**config.mk**
```make
export PLATFORM = sky130hd
export DESIGN_NAME = tone_detector
export DESIGN_NICKNAME = d
export VERILOG_FILES = /design/src/rtl/tone_pkg.sv /design/src/rtl/tone_detector_edge_sync.sv /design/src/rtl/tone_detector.sv
export SDC_FILE = /design/constraint.sdc
export NUM_CORES = 1
export LEC_CHECK = 0
export BUFFER_PORTS_ARGS = -buffer_cell sky130_fd_sc_hd__buf_2
export CAP_MARGIN = 15
export CORE_MARGIN = 8
export CORE_UTILIZATION = 51
export DETAILED_ROUTE_END_ITERATION = 16
export PLACE_DENSITY = 0.73
export SLEW_MARGIN = 15
export SYNTH_ARGS = -nofsm -noshare
export SYNTH_HDL_FRONTEND = slang
export SYNTH_SLANG_ARGS = --single-unit
```
**constraint.sdc**
```tcl
create_clock -name clk -period 10.55 [get_ports clk]
set_input_delay 0.5275 -clock clk [delete_from_list [all_inputs] [get_ports clk]]
set_output_delay 0.5275 -clock clk [all_outputs]
set_load 0.1 [all_outputs]
```
**src/rtl/tone_pkg.sv**
```systemverilog
// Shared types and constants for the square-wave tone detector.
package tone_pkg;

    localparam int unsigned CNT_W = 20;
    localparam logic [CNT_W-1:0] CNT_MAX = '1;

    localparam int unsigned DEF_HALF_1 = 113636;
    localparam int unsigned DEF_HALF_2 = 56818;
    localparam int unsigned DEF_HALF_3 = 227272;

    typedef enum logic [1:0] {
        SND_NONE = 2'd0,
        SND_1    = 2'd1,
        SND_2    = 2'd2,
        SND_3    = 2'd3
    } snd_t;

    typedef enum logic [1:0] {
        ST_IDLE   = 2'd0,
        ST_TRACK  = 2'd1,
        ST_LOCKED = 2'd2
    } state_t;

    // Inclusive absolute-distance test against a nominal half-period.
    function automatic logic within_tol(input logic [CNT_W-1:0] h,
                                        input int unsigned nom,
                                        input int unsigned tol);
        int unsigned hv;
        hv = 32'(h);
        if (hv >= nom) return (hv - nom) <= tol;
        return (nom - hv) <= tol;
    endfunction

    // Lowest matching class wins when tolerance windows overlap.
    function automatic snd_t classify(input logic [CNT_W-1:0] h,
                                      input int unsigned h1,
                                      input int unsigned h2,
                                      input int unsigned h3,
                                      input int unsigned tol);
        if (within_tol(h, h1, tol)) return SND_1;
        if (within_tol(h, h2, tol)) return SND_2;
        if (within_tol(h, h3, tol)) return SND_3;
        return SND_NONE;
    endfunction

endpackage

```
**src/rtl/tone_detector_edge_sync.sv**
```systemverilog
// Two-flop synchronizer for the async audio line plus any-edge detection.
module edge_sync (
    input  logic clk,
    input  logic rst,
    input  logic d_async,
    output logic edge_pulse
);

    logic [1:0] sync_q;
    logic       dly_q;

    always_ff @(posedge clk) begin
        if (rst) begin
            sync_q <= 2'b00;
            dly_q  <= 1'b0;
        end else begin
            sync_q <= {sync_q[0], d_async};
            dly_q  <= sync_q[1];
        end
    end

    assign edge_pulse = sync_q[1] ^ dly_q;

endmodule

```
**src/rtl/tone_detector.sv**
```systemverilog
// Measures audio half-periods, classifies them and locks onto a tone after
// MATCH consecutive same-class measurements; drops to silence on timeout.
module tone_detector
    import tone_pkg::*;
#(
    parameter int unsigned CLK_HZ  = 100000000,
    parameter int unsigned HALF_1  = DEF_HALF_1,
    parameter int unsigned HALF_2  = DEF_HALF_2,
    parameter int unsigned HALF_3  = DEF_HALF_3,
    parameter int unsigned TOL     = 2048,
    parameter int unsigned MATCH   = 4,
    parameter int unsigned TIMEOUT = 500000
) (
    input  logic             clk,
    input  logic             rst,
    input  logic             audio_in,
    output logic [1:0]       sound_type,
    output logic             sound_valid,
    output logic             sound_change,
    output logic [CNT_W-1:0] half_period
);

    localparam int unsigned STRK_W = $clog2(MATCH + 1);

    if (CLK_HZ == 0 || MATCH == 0 || TIMEOUT > 32'(CNT_MAX)) begin : g_bad_params
        $error("tone_detector: invalid parameter set");
    end

    logic              edge_pulse;
    logic [CNT_W-1:0]  cnt_q;
    logic [CNT_W-1:0]  meas_h;
    snd_t              meas_cls;
    logic              timeout;

    state_t            state_q, state_d;
    snd_t              snd_q, snd_d;
    snd_t              scls_q, scls_d;
    logic [STRK_W-1:0] strk_q, strk_d;
    logic              valid_q, valid_d;
    logic              chg_q, chg_d;
    logic [CNT_W-1:0]  hp_q, hp_d;

    edge_sync u_edge_sync (
        .clk        (clk),
        .rst        (rst),
        .d_async    (audio_in),
        .edge_pulse (edge_pulse)
    );

    // Cycles since last edge, saturating.
    always_ff @(posedge clk) begin
        if (rst)                  cnt_q <= '0;
        else if (edge_pulse)      cnt_q <= '0;
        else if (cnt_q != CNT_MAX) cnt_q <= cnt_q + CNT_W'(1);
    end

    assign meas_h   = (cnt_q == CNT_MAX) ? CNT_MAX : cnt_q + CNT_W'(1);
    assign meas_cls = classify(meas_h, HALF_1, HALF_2, HALF_3, TOL);
    assign timeout  = !edge_pulse && (cnt_q == CNT_W'(TIMEOUT));

    always_ff @(posedge clk) begin
        if (rst) begin
            state_q <= ST_IDLE;
            snd_q   <= SND_NONE;
            scls_q  <= SND_NONE;
            strk_q  <= '0;
            valid_q <= 1'b0;
            chg_q   <= 1'b0;
            hp_q    <= '0;
        end else begin
            state_q <= state_d;
            snd_q   <= snd_d;
            scls_q  <= scls_d;
            strk_q  <= strk_d;
            valid_q <= valid_d;
            chg_q   <= chg_d;
            hp_q    <= hp_d;
        end
    end

    always_comb begin
        state_d = state_q;
        snd_d   = snd_q;
        scls_d  = scls_q;
        strk_d  = strk_q;
        valid_d = valid_q;
        chg_d   = 1'b0;
        hp_d    = hp_q;

        case (state_q)
            ST_IDLE: begin
                // First edge only arms the reference.
                if (edge_pulse) begin
                    state_d = ST_TRACK;
                    strk_d  = '0;
                    scls_d  = SND_NONE;
                end
            end
            ST_TRACK, ST_LOCKED: begin
                if (edge_pulse) begin
                    hp_d = meas_h;
                    if (meas_cls == SND_NONE) begin
                        strk_d = '0;
                        scls_d = SND_NONE;
                    end else if (meas_cls == scls_q && strk_q != '0) begin
                        if (strk_q != STRK_W'(MATCH)) strk_d = strk_q + STRK_W'(1);
                    end else begin
                        strk_d = STRK_W'(1);
                        scls_d = meas_cls;
                    end
                    if (meas_cls != SND_NONE && strk_d == STRK_W'(MATCH) && meas_cls != snd_q) begin
                        snd_d   = meas_cls;
                        valid_d = 1'b1;
                        chg_d   = 1'b1;
                        state_d = ST_LOCKED;
                    end
                end else if (timeout) begin
                    state_d = ST_IDLE;
                    snd_d   = SND_NONE;
                    valid_d = 1'b0;
                    chg_d   = (snd_q != SND_NONE);
                    strk_d  = '0;
                    scls_d  = SND_NONE;
                end
            end
            default: state_d = ST_IDLE;
        endcase
    end

    assign sound_type   = snd_q;
    assign sound_valid  = valid_q;
    assign sound_change = chg_q;
    assign half_period  = hp_q;

endmodule

```
==> results.md <==
* Outcome: finished, final reports clean
* Critical-path cell list: ha_1 > nand3_1 > nor3_1 > a21oi_1 > ha_1 > a31oi_1 > a2111oi_0 > o41a_1 > o21ai_0 > o2111ai_1 > or4_1 > a211oi_2 > nor2_2 > a31oi_2 > o211ai_2 > nor3_2 > mux2_1
* Crit path max fanout at 21
* Final hold vios at 0
* Remaining Overflow, GRT at 0
* WS Path Type: reg2reg
* DP HPWL at 16.27 mm
* Yosys reg bits at 54
* DR pass1 iterations at 6
* Starting Density at 51.43%
* Fin util at 53.73%
* # H-tree levels at 2
* CTS tree: yes
* Count of final max-slew check failures at 0
* Die area at 0.01437 sq mm
* Count leader, synth: nor2_1
* TNS Setup at 0 ns
* Syn Nets at between 700 and 800
* Slew @ Worst Pin at between 1 and 1.5 ns
* Filler cells at 1,046
* Total CTS buffers at 5
* Post-CTS setup buffer count at 0
* Area leader, netlist: dfxtp_1
* Sequential area share after synthesis at roughly a fifth
* Synth-to-Final Area Change at 4.480%
* WHS Path Cells at 2
* Initial antenna violation count at 0
* Clock Tree Buf Depth at 2
* Root Buffer: clkbuf_8
* PostCTS Resize Cnt at 0
* Share of cells above drive strength 1 at 10.98%
* Max Freq at 151.9 MHz
* Clk pin slew, worst setup/hold paths at 0.13 ns
* Port buffer count at 26
* CP max stage delay at 0.75 ns
* CTS sink count at 54
* CP max-delay cell: nor3_1
* RSZ-0062 raised after global routing: no
* Synth async-reset ratio at 0%
* WL per Instance at around 25 um
* DRC viols at 0
* Worst clock skew at 0.01935 ns
* Leakage Power at 1.834 nW
* Largest net degree at the start of global routing at 42
* Setup-failing EPs final at 0
* Met2 wire len at just under 10 mm
* CP Capture Type: flip-flop
* Site row count at 38
* Vias at 6,586
* Fin crit share at 62.40%
* ANT nets after route at 0
* Initial DRC Count at 979
* CP arrival at between 6 and 7 ns
* Nets at around 770
* Core area at 0.01070 sq mm
* Synth warn at 0
* Critical path's most frequent cell: ha_1
* Critical path data required time at 10.79 ns
* Later-pin clock latency in the skew report at around 0.35 ns
* Pwr dens at around 77 mW/mm^2
* Hold path start: audio_in
* Top-area cell type share of the netlist area at 19.65%
* Post-synth EDFFs at 0
* Hold Path Sink: u_edge_sync.sync_q[0]$_SDFF_PP0_
* Antenna diode count at 0
* Number of global-route vias before repair at a little over 6,000
* Die width at 119.9 um
* CP Buf/Inv Count at 0
* Tmin final at about 6.6 ns
* Post-Syn Instances at 771
* Cts hold-fix bufs at 0
* R2r setup slk at 3.97 ns
* Final GP Congestion at ~1.0
* Ys flop type: dfxtp_1
* GRT Resource Usage Total at 30.37%
* First-pass GRT wire length at 34.82 mm
* Avg Synthesized Cell Area at 7.136 sq um
* Mapped cell area at 0.005502 sq mm
* Number of I/O pins at 27
* Worst reg2reg path depth at 17
* Distinct cells, synth at 91
* Type of origin of the critical path: flip-flop
* Top post-synthesis cells by area: dfxtp_1 20%, nor2_1 5.4%, nand2_1 4.7%
* Beginning of the worst register-to-register path: cnt_q[1]$_SDFFE_PP0N_
* R2r endpoint: sound_type[1]$_SDFFE_PP0P_
* DR vias/cell at 7.350
* Final Routed Wirelength at 22.24 mm
* Max cap viols at 0
* Commonest cells in the netlist: 79 x nor2_1, 69 x nand2_1, 54 x dfxtp_1
* Met3 wire len at 2.563 mm
* Cell class contributing the biggest share of worst-path delay: compound AO/OA/AOI/OAI gates
* Top Metal Used: met4
* Worst hold path type: in2reg
* Slew Limit Headroom at 27.60%
* M1 WL at 8.907 mm
* Die Height at 119.9 um
* Worst VDD drop at 0.06657 mV
==> cell type report <==
cell class                      instances  area, sq um  area share [%]
Inverter                               21        78.83           1.371
Clock buffer                            5        68.82           1.197
Clock inverter                          3        28.78          0.5007
Sequential cell                        54         1081           18.81
Timing Repair Buffer                   39        227.7           3.962
Multi-Input combinational cell        634         4088           71.11
Tap cell                              140        175.2           3.047
==> layer usage <==
layer,track usage (%),up-vias
met5,0,-
met4,14.13,0
met3,9.253,109
met2,47.12,460
met1,37.82,3102
li1,-,2915
==> worst max-delay path by stage <==
| stage | startpoint | slack [ns] | cells after the start | to |
|---|---|---|---|---|
| global placement | cnt_q[0]$_SDFFE_PP0N_ | 4.46 | 17 | sound_type[1]$_SDFFE_PP0P_ |
| CTS | cnt_q[1]$_SDFFE_PP0N_ | 4.20 | 17 | sound_type[1]$_SDFFE_PP0P_ |
| detailed placement | cnt_q[1]$_SDFFE_PP0N_ | 4.26 | 17 | sound_type[1]$_SDFFE_PP0P_ |
| finish | cnt_q[1]$_SDFFE_PP0N_ | 3.97 | 17 | sound_type[1]$_SDFFE_PP0P_ |
| global route | cnt_q[0]$_SDFFE_PP0N_ | 3.42 | 18 | scls_q[1]$_SDFFE_PP0P_ |
| floorplan | cnt_q[15]$_SDFFE_PP0N_ | 6.13 | 18 | sound_type[1]$_SDFFE_PP0P_ |
==> power by group <==
part | switching (W) | total [W] | internal (W) | leakage [nW]
combinational | 0.0000689 | 0.0000885 | 0.0000196 | 1.35
sequential | 0.00000787 | 0.000219 | 0.000211 | 0.437
clock | 0.0000871 | 0.000137 | 0.0000496 | 0.0502
==> kinds of logic (layout without fill, tap and decap cells) <==
logic type                 count (synthesis)  count (layout)  synth area share [%]
DFF                                       54              54                 19.65
AOI/OAI and AO/OA                        242             242                 31.25
and+or+nand+nor                          337             337                 33.18
buffers and inverters                     83              68                 6.049
adders and majority gates                 10              10                 2.274
muxes                                     10              10                 1.888
xor gates and xnor gates                  35              35                 5.709
==> per-stage QoR <==
stage	std cells	setup WS [ns]	power [W]	hold WS (ns)	area (sq um)
3_3_place_gp	888	4.461	0.0003082	0.4332	5650
5_1_grt	896	3.418	0.0004596	0.4336	5748
2_1_floorplan	771	6.131	0.0002933	0.4138	5502
4_1_cts	896	4.199	0.0004434	0.3930	5748
3_5_place_dp	888	4.264	0.0003105	0.4530	5650
6_report	896	3.967	0.0004439	0.3993	5748
==> layout by cell type, fill, tap and decap left out, drive strengths merged, types with 23 or more instances in the layout <==
cell type | synthesis | layout
nor2 | 80 | 80
nand3 | 30 | 30
o21ai | 48 | 48
nor3 | 25 | 25
nor4 | 23 | 23
nand2 | 69 | 69
xnor2 | 28 | 28
dfxtp | 54 | 54
buf | 22 | 39
nand4 | 24 | 24
a21oi | 42 | 42
==> state kept, by name, indices dropped and copies added, names as in the netlist <==
register,cells
scls_q,2
sound_valid,1
sound_change,1
state_q,2
strk_q,3
u_edge_sync.dly_q,1
u_edge_sync.sync_q,2
cnt_q,20
sound_type,2
half_period,20
Note: power is estimated with default switching activity, not from simulation.
